[config.mk]
export PLATFORM = sky130hd
export DESIGN_NAME = ram_read
export DESIGN_NICKNAME = d
export VERILOG_FILES = /design/src/rtl/cnn_pkg.sv /design/src/rtl/conv_window_counter.sv /design/src/rtl/ram_read.sv
export SDC_FILE = /design/constraint.sdc
export NUM_CORES = 1
export LEC_CHECK = 0
export CAP_MARGIN = 20
export CORE_AREA = 2 2 216 218
export CTS_BUF_LIST = sky130_fd_sc_hd__clkbuf_8
export CTS_CLUSTER_SIZE = 24
export DETAILED_ROUTE_END_ITERATION = 12
export DIE_AREA = 0 0 218 220
export PLACE_DENSITY = 0.51
export SKIP_CTS_REPAIR_TIMING = 1
export SYNTH_ARGS = -nofsm -noshare
export SYNTH_HDL_FRONTEND = slang
export SYNTH_SLANG_ARGS = --single-unit
[constraint.sdc]
create_clock -name clk -period 6.7 [get_ports clk]
set_clock_uncertainty 0.1 [all_clocks]
set_input_delay 1.005 -clock clk [delete_from_list [all_inputs] [get_ports clk]]
set_output_delay 1.005 -clock clk [all_outputs]
set_load 0.1 [all_outputs]
[src/rtl/cnn_pkg.sv]
// Shared definitions for the CNN convolution read path.
// Contents:
//   DATA_W, K, KK, IMG_AW, WGT_AW  - datapath and RAM geometry
//   DIM_W, TAP_W, ADDR_CALC_W      - widths of image dimensions, tap counters
//                                    and the intermediate image address
//   state_t                        - read sequencer states
package cnn_pkg;

    localparam int DATA_W      = 128;
    localparam int K           = 5;
    localparam int KK          = K * K;
    localparam int IMG_AW      = 10;
    localparam int WGT_AW      = 5;
    localparam int DIM_W       = 6;
    localparam int TAP_W       = 3;
    localparam int ADDR_CALC_W = 12;

    typedef enum logic [1:0] {
        IDLE  = 2'd0,
        RUN   = 2'd1,
        DRAIN = 2'd2,
        DONE  = 2'd3
    } state_t;

endpackage

[src/rtl/conv_window_counter.sv]
// Nested window counters for the convolution sweep.
// kx steps fastest, then ky, then the window origin ox, then oy.
// Ports:
//   clk, rst_n      clock, async active-low reset
//   step            advance the counters by one tap
//   clear           force all counters to 0 (takes priority over step)
//   W, H            image width/height, both >= K while stepping
//   kx, ky          tap position inside the kernel
//   ox, oy          window origin
//   lastTap         current tap is the final tap of a window
//   lastAddr        current tap is the final tap of the final window
module conv_window_counter
    import cnn_pkg::*;
(
    input  logic               clk,
    input  logic               rst_n,
    input  logic               step,
    input  logic               clear,
    input  logic [DIM_W-1:0]   W,
    input  logic [DIM_W-1:0]   H,
    output logic [TAP_W-1:0]   kx,
    output logic [TAP_W-1:0]   ky,
    output logic [DIM_W-1:0]   ox,
    output logic [DIM_W-1:0]   oy,
    output logic               lastTap,
    output logic               lastAddr
);

    localparam logic [TAP_W-1:0] KMAX = TAP_W'(K - 1);

    logic [DIM_W-1:0] oxMax;
    logic [DIM_W-1:0] oyMax;

    // Last valid window origin; only meaningful when W, H >= K.
    assign oxMax = W - DIM_W'(K - 1) - DIM_W'(1);
    assign oyMax = H - DIM_W'(K - 1) - DIM_W'(1);

    assign lastTap  = (kx == KMAX) && (ky == KMAX);
    assign lastAddr = lastTap && (ox == oxMax) && (oy == oyMax);

    always_ff @(posedge clk or negedge rst_n) begin
        if (!rst_n) begin
            kx <= '0;
            ky <= '0;
            ox <= '0;
            oy <= '0;
        end else if (clear) begin
            kx <= '0;
            ky <= '0;
            ox <= '0;
            oy <= '0;
        end else if (step) begin
            if (kx == KMAX) begin
                kx <= '0;
                if (ky == KMAX) begin
                    ky <= '0;
                    if (ox == oxMax) begin
                        ox <= '0;
                        oy <= (oy == oyMax) ? '0 : oy + DIM_W'(1);
                    end else begin
                        ox <= ox + DIM_W'(1);
                    end
                end else begin
                    ky <= ky + TAP_W'(1);
                end
            end else begin
                kx <= kx + TAP_W'(1);
            end
        end
    end

endmodule

[src/rtl/ram_read.sv]
// Read-side sequencer for the CNN image and weight RAMs.
// Sweeps every valid KxK window of a W x H image, reading image pixels and
// kernel weights in lockstep and streaming the pairs over valid/ready.
// Ports:
//   clk, rst_n                     clock, async active-low reset
//   convStart                      level: both RAMs loaded, start/keep sweep
//   W, H                           image dimensions
//   ramImage_en/_addrR/_dout       image RAM read port (1-cycle latency)
//   ramWeight_en/_addrR/_dout      weight RAM read port (1-cycle latency)
//   out_valid/out_ready            output handshake
//   out_pixel/out_weight           RAM data pass-through
//   out_first/out_last             beat is tap 0 / final tap of a window
//   convFinish                     level: sweep complete
module ram_read
    import cnn_pkg::*;
(
    input  logic                clk,
    input  logic                rst_n,
    input  logic                convStart,
    input  logic [DIM_W-1:0]    W,
    input  logic [DIM_W-1:0]    H,
    output logic                ramImage_en,
    output logic [IMG_AW-1:0]   ramImage_addrR,
    input  logic [DATA_W-1:0]   ramImage_dout,
    output logic                ramWeight_en,
    output logic [WGT_AW-1:0]   ramWeight_addrR,
    input  logic [DATA_W-1:0]   ramWeight_dout,
    output logic                out_valid,
    input  logic                out_ready,
    output logic [DATA_W-1:0]   out_pixel,
    output logic [DATA_W-1:0]   out_weight,
    output logic                out_first,
    output logic                out_last,
    output logic                convFinish
);

    state_t state;
    state_t nextState;

    logic                   startD;
    logic                   startRise;
    logic                   dimsOk;
    logic                   advance;
    logic                   issue;
    logic                   abort;
    logic [TAP_W-1:0]       kx;
    logic [TAP_W-1:0]       ky;
    logic [DIM_W-1:0]       ox;
    logic [DIM_W-1:0]       oy;
    logic                   lastTap;
    logic                   lastAddr;
    logic                   firstTap;
    logic [ADDR_CALC_W-1:0] rowIdx;
    logic [ADDR_CALC_W-1:0] colIdx;
    logic [ADDR_CALC_W-1:0] addrFull;

    assign startRise = convStart && !startD;
    assign dimsOk    = (W >= DIM_W'(K)) && (H >= DIM_W'(K));

    // A new address may be issued whenever the output slot is empty or is
    // being drained this cycle; otherwise the RAMs hold their outputs.
    assign advance = !out_valid || out_ready;
    assign issue   = (state == RUN) && advance;
    assign abort   = ((state == RUN) || (state == DRAIN)) && !convStart;

    assign ramImage_en  = issue;
    assign ramWeight_en = issue;

    conv_window_counter u_counter (
        .clk      (clk),
        .rst_n    (rst_n),
        .step     (issue),
        .clear    (state != RUN),
        .W        (W),
        .H        (H),
        .kx       (kx),
        .ky       (ky),
        .ox       (ox),
        .oy       (oy),
        .lastTap  (lastTap),
        .lastAddr (lastAddr)
    );

    assign firstTap = (kx == '0) && (ky == '0);

    // Image address is formed at 12 bits and truncated to the RAM width.
    assign rowIdx          = ADDR_CALC_W'(oy) + ADDR_CALC_W'(ky);
    assign colIdx          = ADDR_CALC_W'(ox) + ADDR_CALC_W'(kx);
    assign addrFull        = rowIdx * ADDR_CALC_W'(W) + colIdx;
    assign ramImage_addrR  = IMG_AW'(addrFull);
    assign ramWeight_addrR = WGT_AW'(ky) * WGT_AW'(K) + WGT_AW'(kx);

    assign out_pixel  = ramImage_dout;
    assign out_weight = ramWeight_dout;
    assign convFinish = (state == DONE);

    always_ff @(posedge clk or negedge rst_n) begin
        if (!rst_n) begin
            state  <= IDLE;
            startD <= 1'b0;
        end else begin
            state  <= nextState;
            startD <= convStart;
        end
    end

    always_comb begin
        nextState = state;
        unique case (state)
            IDLE: begin
                if (startRise) begin
                    nextState = dimsOk ? RUN : DONE;
                end
            end
            RUN: begin
                if (abort) begin
                    nextState = IDLE;
                end else if (issue && lastAddr) begin
                    nextState = DRAIN;
                end
            end
            DRAIN: begin
                if (abort) begin
                    nextState = IDLE;
                end else if (out_valid && out_ready) begin
                    nextState = DONE;
                end
            end
            DONE: begin
                if (!convStart) begin
                    nextState = IDLE;
                end
            end
            default: nextState = IDLE;
        endcase
    end

    // Flags travel with the read: they describe the address issued in the
    // cycle before the RAM data appears.
    always_ff @(posedge clk or negedge rst_n) begin
        if (!rst_n) begin
            out_valid <= 1'b0;
            out_first <= 1'b0;
            out_last  <= 1'b0;
        end else if (abort) begin
            out_valid <= 1'b0;
            out_first <= 1'b0;
            out_last  <= 1'b0;
        end else if (advance) begin
            out_valid <= issue;
            out_first <= issue && firstTap;
            out_last  <= issue && lastTap;
        end
    end

endmodule

# After elaboration in Yosys (flattened, before gate mapping)
# Cells that the tools add are included.
dict set report word_totals {
  register_bits 24
  latchBits 0
  ramBits 0
  rom_bits 0
  out_inout_bits 277
  word_cells 98
  n_memories 0
}
dict set report op_classes {
  add_sub_neg 12
  mul 2
  div_mod_pow 0
  magnitude_cmp 2
  n_eq_ne 12
  shifts 0
  n_mux 32
  n_bitwise 0
  reduce_logical 29
}
# op n
set op_table {}
lappend op_table {{$mux W6} 11}
lappend op_table {{$mux W3} 7}
lappend op_table {{$add A6 B3 Y7} 2}
lappend op_table {{$mux W2} 7}
lappend op_table {{$add A6 B1 Y6 const B} 2}
lappend op_table {{$eq A6 B6 Y1} 2}
lappend op_table {{$ge A6 B3 Y1 const B} 2}
lappend op_table {{$logic_and A1 B1 Y1} 12}
lappend op_table {{$sub A6 B1 Y6 const B} 2}
lappend op_table {{$sub A6 B3 Y6 const B} 2}
lappend op_table {{$add A10 B7 Y10} 1}
lappend op_table {{$mul A7 B6 Y10} 1}
lappend op_table {{$reduce_bool A2 Y1} 5}
lappend op_table {{$pmux W2 S4} 1}
lappend op_table {{$reduce_and A4 Y1} 2}
lappend op_table {{$add A3 B1 Y3 const B} 2}
lappend op_table {{$eq A3 B3 Y1 const B} 2}
lappend op_table {{$logic_not A3 Y1} 2}
lappend op_table {{$mux W1} 6}
lappend op_table {{$ne A3 B2 Y1 const B} 2}
lappend op_table {{$add A5 B3 Y5} 1}
lappend op_table {{$mul A3 B3 Y5 const B} 1}
lappend op_table {{$eq A2 B2 Y1 const B} 2}
lappend op_table {{$ne A2 B2 Y1 const B} 2}
lappend op_table {{7 further kinds} 10}

# Depth between registers and ports, before layout
# Gate-level depths: netlist of the first run.
dict set report depth {
  depth_word 9
  ltp_mapped 21
  ltp_nobuf 21
}

# Hierarchy
# From an unflattened synthesis of the first run, not the netlist that was laid out.
dict set report unflattened {
  hier_cells 652
  hier_area_um2 5377.7
}
# module n_inst cells_each area_per_inst_um2 seq_area_each_um2
set by_module_without_submodules {}
lappend by_module_without_submodules {ram_read 1 491 4030.1 150.1}
lappend by_module_without_submodules {conv_window_counter 1 161 1347.5 450.4}

# Least setup slack after synthesis of the first run
# OpenSTA, ideal clock, no wires.
dict set report synth_path {
  path_kind {register to output}
  start {reg u_counter.ky[0]}
  end {out ramImage_addrR[8]}
  t_arrival_ns 6.178
  setup_slack_ns -0.583
  stages_incl_launch_ff 20
  n_path_buf 0
  cell_sequence {dfrtp_1 ha_1 inv_1 fa_1 nor2b_1 o21ai_0 xnor2_1 and2_1 fa_1 fa_1 inv_1 fa_1 fa_1 inv_1 ha_1 o21ai_0 a21boi_0 o21a_1 nor2_1 xnor2_1}
}
dict set report synth_via {
  elab_chain_cells 3
}
# element line_no
set synth_lines {}
lappend synth_lines {{start: declaration} conv_window_counter.sv:22} ;# output logic [TAP_W-1:0] ky,
lappend synth_lines {{start signal: assignment} conv_window_counter.sv:64} ;# ky <= ky + TAP_W'(1);
lappend synth_lines {{$add A6 B3 Y7} ram_read.sv:87} ;# assign rowIdx = ADDR_CALC_W'(oy) + ADDR_CALC_W'(ky);
lappend synth_lines {{$mul A7 B6 Y10} ram_read.sv:89} ;# assign addrFull = rowIdx * ADDR_CALC_W'(W) + colIdx;
lappend synth_lines {{$add A10 B7 Y10} ram_read.sv:89}
lappend synth_lines {{end: declaration} ram_read.sv:23} ;# output logic [IMG_AW-1:0] ramImage_addrR,
# No other way between the ends.

# Worst setup path after layout of the first run
dict set report layout_path {
  start {reg u_counter.ky[0]}
  end {out ramImage_addrR[9]}
}
# Same word-level chain as after synthesis.

==> run metrics, run 1 <==
dpl ws 138.3 ps; critical path launch point type flip-flop; CP Data Required Time 5590 ps; CP max stage delay 540 ps; GPL Wtd Cong 0.7432; total grt overflow 0; Crit. path cell count 20; Die Y 220 um; Final Net Count 800; Primary FF master, synth dfrtp_1; vias in the first global route 3255; count of filler cells inserted in the layout 5317; DRT iter0 DRCs 127; max-cap check violation count 0; die area 0.04796 sq mm; Vias/cell 3.048; Static Leak 2.166 nW; kind of critical path reg2out; pwr dens 267.4 mW/mm^2; CTS Buf Count 3; worst hold margin 459.8 ps; Hold Path Class reg2reg; clock-pin slew on the worst setup and hold paths 100 ps; TritonCTS clock tree yes; final worst setup slack 264.0 ps; Final Hold Vio Count 0; Final setup viols 0; largest net degree at the start of global routing 25; DRT Pass-1 Iters 4; relative slew slack 30.41%; Cell variety after synth 58; fraction of layout cells with a size suffix above 1 14.22%; final worst path period need 6436 ps; WL per Instance 14.93 um; DRC errors left 0; Worst Path Buf+Inv 6; CP Cell Sequence ha_2 > inv_1 > fa_2 > nor2b_2 > o21ai_2 > xnor2_1 > buf_4 > nand2_1 > fa_1 > inv_1 > fa_1 > fa_1 > inv_1 > fa_1 > inv_1 > ha_4 > a21boi_2 > o41ai_2 > xnor3_1 > buf_12; Combinational Power Share 74.6%; CP max stage cell fa_1; asr flop ratio synth 100.0%; Layout area overhead -8.546%; sw power 0.7772 mW; Yosys Warn Count 0; CP top delay family adder cells; post-synthesis average cell area 8.290 sq um; Worst Setup End Kind primary output; RSZ-0062 raised after global routing no; max-slew violations 0; measured slew at the worst slew-check pin 1041 ps; WHS Path Cells 2; most frequent cells in the layout inv_1 (63), ha_1 (47), nand2_1 (37), fa_1 (27), clkdlybuf4s50_1 (27); routed via count 3225; Synth Net Count 1006; clock power share 10.0%; EDFF count, synth 0; synthesized instance count 657; Die X 218 um; register area 601.8 sq um; CP max FO 4; maximum clock rate 0.1554 GHz; Mapped Area 0.005446 sq mm; commonest non-fill, non-tap cell in the layout inv_1; Int Pwr 0.5549 mW; GR Util All Layers 6.380%; initial antenna violation count 5; Final Cycle Share 96.06%; sequential cell fraction of total power 15.4%; Seq cells post-synth 24; worst reg2reg path depth 10; status finished, final reports clean; Starting Density 11.88%; global-route wire length before repair 22.05 mm; register area share after synthesis 11.03%; Post-DP HPWL 13.71 mm; row cnt 79; Detailed Route WL 15.79 mm; H-tree depth 1; Top Ports 549; Multi-input gate area 0.002704 sq mm; root buf cell clkbuf_8; switching portion of total power 58.34%; Critical Path AT 5330 ps; CTS Buffer Depth 2; Detail Route Antenna Nets 0; total core area 0.04586 sq mm; Setup TNS 0 ps; IO Port Bufs 36; Clock Sinks 24; Max VDD drop 0.3313 mV; clk_lat worst skew 280 ps
[power groups by stage]
stage                     sequential [mW]  clock (mW)  combinational [mW]
after floorplan                     0.234           0                1.41
after global placement              0.208           0                1.03
after detailed placement            0.207           0                1.03
after CTS                           0.204       0.138                1.04
after global routing                0.210       0.147                1.09
final                               0.205       0.133               0.994
[final cells by class]
cell class	count	area share (%)
inverter	63	4.748
clock inverter	1	0.6029
clock buffer	3	0.8289
sequential	24	12.08
antenna	1	0.05024
tap	607	15.25
timing repair buffer	60	12.16
multi-input combinational	299	54.28
[cell families after synthesis]
kind of cell / synth area share (%)
adder cells (fa/ha/maj): 21.55
flip-flops: 11.03
AND/OR/NAND/NOR: 12.18
multiplexers: 0.7811
XOR/XNOR: 6.203
AO/OA/AOI/OAI: 7.191
buffers and inverters: 41.08
[path summary, 6_finish.rpt]
path | start | end | slack [ps]
worst min register to register | out_first$_DFFE_PN0P_ | out_first$_DFFE_PN0P_ | 460
max in group asynchronous | rst_n | u_counter.oy[1]$_DFFE_PN0P_ | 5240
worst max register to register | u_counter.ky[0]$_DFFE_PN0P_ | state[1]$_DFFE_PN0P_ | 3810
worst min-delay path | out_first$_DFFE_PN0P_ | out_first$_DFFE_PN0P_ | 460
min in group asynchronous | rst_n | out_first$_DFFE_PN0P_ | 990
worst max-delay path | u_counter.ky[0]$_DFFE_PN0P_ | ramImage_addrR[9] | 260
[Yosys cell counts (all sizes together), types with 5 or more instances]
cell / instances / area (sq um)
dfrtp: 24 / 600.6
xnor2: 23 / 201.4
fa: 28 / 560.5
inv: 63 / 236.5
and2: 16 / 100.1
nand3: 5 / 25.02
clkbuf: 9 / 33.78
nor2: 23 / 86.33
and3: 5 / 31.28
a21oi: 14 / 70.07
o21a: 6 / 45.04
nor2b: 8 / 50.05
buf: 262 / 1967
o21ai: 9 / 48.79
nand2b: 8 / 50.05
ha: 49 / 613.1
nand2: 37 / 138.9
xor2: 13 / 113.9
nor4: 6 / 52.55
[stage by stage]
step           std cells  power (mW)  util [%]  instance area [sq um]
2_1_floorplan        657       1.649         -                   5472
3_3_place_gp        1047       1.235     10.45                   4791
3_5_place_dp        1047       1.239     10.45                   4791
4_1_cts             1051       1.378     10.60                   4862
5_1_grt             1057       1.447     10.85                   4979
6_report            1058       1.332     10.86                   4981
[per-layer routing]
layer | vias up | GRT usage [%] | wire length (um)
li1 | 1405 | - | -
met3 | 122 | 3.630 | 2118
met2 | 176 | 11.39 | 7808
met4 | 8 | 4.603 | 1171
met1 | 1514 | 5.259 | 4647
met5 | - | 0 | 48
[sequential cells by signal, summed over array words and instances, names as in the netlist]
name          flops
out_last          1
out_valid         1
u_counter.oy      6
state             2
u_counter.ky      3
startD            1
u_counter.kx      3
u_counter.ox      6
out_first         1
[worst min-delay path, delay by kind of cell (launching register included)]
family | cells | cell delay [ps]
AO/OA/AOI/OAI | 1 | 60
flip-flops | 1 | 410
AND/OR/NAND/NOR | 1 | 60
No activity file was read; power rests on OpenSTA's default activity.
==> inputs of run 2 (changes only) <==
--- a/config.mk
+++ b/config.mk
@@ -12,6 +12,7 @@
 export DETAILED_ROUTE_END_ITERATION = 12
 export DIE_AREA = 0 0 218 220
 export PLACE_DENSITY = 0.51
+export RECOVER_POWER = 100
 export SKIP_CTS_REPAIR_TIMING = 1
 export SYNTH_ARGS = -nofsm -noshare
 export SYNTH_HDL_FRONTEND = slang
==> run metrics, run 2 (same netlist as run 1, synthesis figures left out) <==
status finished, final reports clean; GPL Wtd Cong 0.7432 (unchanged); RSZ-0062 raised after global routing no; clock-pin slew on the worst setup and hold paths 100 ps (about the same); total grt overflow 0 (unchanged); sw power 0.7728 mW (-0.57%); initial antenna violation count 5 (unchanged); R2R Path Start u_counter.ky[0]$_DFFE_PN0P_; Setup TNS 0 ps (unchanged); DRC errors left 0 (unchanged); Final Cycle Share 96.11% (about the same); CP Data Required Time 5590 ps (about the same); Starting Density 11.88% (unchanged); row cnt 79 (unchanged); Worst Setup End Kind primary output; worst hold margin 457.5 ps (-2.301 ps); die area 0.04796 sq mm (unchanged); Final Hold Vio Count 0 (unchanged); Detailed Route WL 15.83 mm (+0.24%); fraction of layout cells with a size suffix above 1 12.44% (-1.8 points); CTS Buffer Depth 2 (unchanged); worst reg2reg path depth 10 (unchanged); GR Util All Layers 6.380% (unchanged); maximum clock rate 0.1553 GHz (about the same); r2r endpoint state[1]$_DFFE_PN0P_; Final Net Count 800 (unchanged); Layout area overhead -9.901%; largest net degree at the start of global routing 25 (unchanged); global-route wire length before repair 22.05 mm (unchanged); Max VDD drop 0.2371 mV (-28%); Clock Sinks 24 (unchanged); Critical Path Source u_counter.ky[0]$_DFFE_PN0P_; sequential cell fraction of total power 15.9% (+0.5 points); total power 1.283 mW (-3.7%); routed via count 3243 (+0.56%); pwr dens 261.5 mW/mm^2 (-2.2%); Die X 218 um (unchanged); IO Port Bufs 36 (unchanged); DRT iter0 DRCs 132 (+3.9%); Static Leak 2.157 nW (-0.43%); measured slew at the worst slew-check pin 1376 ps (+335.8 ps); Critical Path AT 5330 ps (about the same); Post-DP HPWL 13.71 mm (unchanged); count of filler cells inserted in the layout 5329 (+0.23%); CP max FO 4 (unchanged); WL per Instance 14.96 um (+0.24%); max-cap check violation count 0 (unchanged); Int Pwr 0.5106 mW (-8.0%); Hold Path Class reg2reg; clk_lat worst skew 280 ps (about the same); FF-to-FF setup slack 3740 ps (-70 ps); total core area 0.04586 sq mm (unchanged); switching portion of total power 60.21% (+1.9 points); root buf cell clkbuf_8; Combinational Power Share 73.7% (-0.9 points); commonest non-fill, non-tap cell in the layout inv_1; Detail Route Antenna Nets 0 (unchanged); clock power share 10.4% (+0.4 points); Final setup viols 0 (unchanged); kind of critical path reg2out; critical path launch point type flip-flop; final worst path period need 6439 ps (+3.036 ps); crit path to ramImage_addrR[9]; most frequent cells in the layout inv_1 (63), ha_1 (47), nand2_1 (37), fa_1 (27), dfrtp_1 (23); DRT Pass-1 Iters 4 (unchanged); Largest regs u_counter.ox: 6 flops, u_counter.oy: 6 flops; Top Ports 549 (unchanged); H-tree depth 1 (unchanged); Die Y 220 um (unchanged); max-slew violations 0 (unchanged); CTS Buf Count 3 (unchanged); TritonCTS clock tree yes; Vias/cell 3.065 (+0.56%); relative slew slack 8.241% (-22 points); vias in the first global route 3255 (unchanged)
==> run 2: cell count changes in the layout (fill, tap and decap cells not counted), sizes merged <==
cell | previous run | this run
buf | 33 | 27
clkbuf | 3 | 9
dlygate4sd3 | 0 | 16
clkdlybuf4s50 | 27 | 11
==> run 2: worst max-delay path: stages, from the launching register on <==
cell      delay, ps
dfrtp_1         370
ha_2            190
inv_1            50
fa_2            350
nor2b_2         150
o21ai_2          90
xnor2_1         170
buf_4           150
nand2_1          80
fa_1            540
inv_1            50
fa_1            470
fa_1            540
inv_1            50
fa_1            520
inv_1            60
ha_4            240
a21boi_2        160
o41ai_2         310
xnor3_1         300
buf_12          180
==> run 2: layout make-up <==
class	instances	area [sq um]	share of cell area [%]
diodes	1	2.502	0.05099
clock buffers	3	41.29	0.8414
clock inverters	1	30.03	0.6119
inverters	63	236.5	4.819
multi-input cells	299	2688	54.77
flip-flops and latches	24	601.8	12.26
well taps	607	759.5	15.48
repair buffers	60	548.0	11.17
==> run 2: worst min path at each step <==
| stage | to | start | depth (start not counted) | slack [ps] |
|---|---|---|---|---|
| floorplan | state[1]$_DFFE_PN0P_ | state[1]$_DFFE_PN0P_ | 1 | 410 |
| global placement | out_first$_DFFE_PN0P_ | out_first$_DFFE_PN0P_ | 2 | 440 |
| detailed placement | out_first$_DFFE_PN0P_ | out_first$_DFFE_PN0P_ | 2 | 450 |
| CTS | out_first$_DFFE_PN0P_ | out_first$_DFFE_PN0P_ | 2 | 470 |
| global route | state[1]$_DFFE_PN0P_ | state[1]$_DFFE_PN0P_ | 1 | 500 |
| finish | out_first$_DFFE_PN0P_ | out_first$_DFFE_PN0P_ | 2 | 460 |
==> run 2: layer usage <==
| metal | global-route usage (%) | up-vias | part of all wire (%) | wire length [um] |
|---|---|---|---|---|
| met2 | 11.39 | 174 | 49 | 7836 |
| met3 | 3.630 | 120 | 13 | 2071 |
| met1 | 5.259 | 1536 | 30 | 4717 |
| li1 | - | 1405 | - | - |
| met4 | 4.603 | 8 | 7.3 | 1156 |
| met5 | 0 | - | 0.30 | 48 |
==> run 2: through the flow <==
| step | area [sq um] | cells | utilization (%) | setup slack [ps] |
|---|---|---|---|---|
| after floorplan | 5472 | 657 | - | -41.33 |
| after global placement | 4791 | 1047 | 10.45 | 160.7 |
| after detailed placement | 4791 | 1047 | 10.45 | 138.3 |
| after CTS | 4862 | 1051 | 10.60 | -171.4 |
| after global routing | 4905 | 1057 | 10.69 | 1.845 |
| final | 4907 | 1058 | 10.70 | 260.9 |
==> run 2: power groups by stage <==
stage          registers [mW]  clock network (mW)  logic (mW)
2_1_floorplan           0.234                   0        1.41
3_5_place_dp            0.207                   0        1.03
3_3_place_gp            0.208                   0        1.03
6_report                0.205               0.133       0.946
4_1_cts                 0.204               0.138        1.04
5_1_grt                 0.210               0.147        1.04
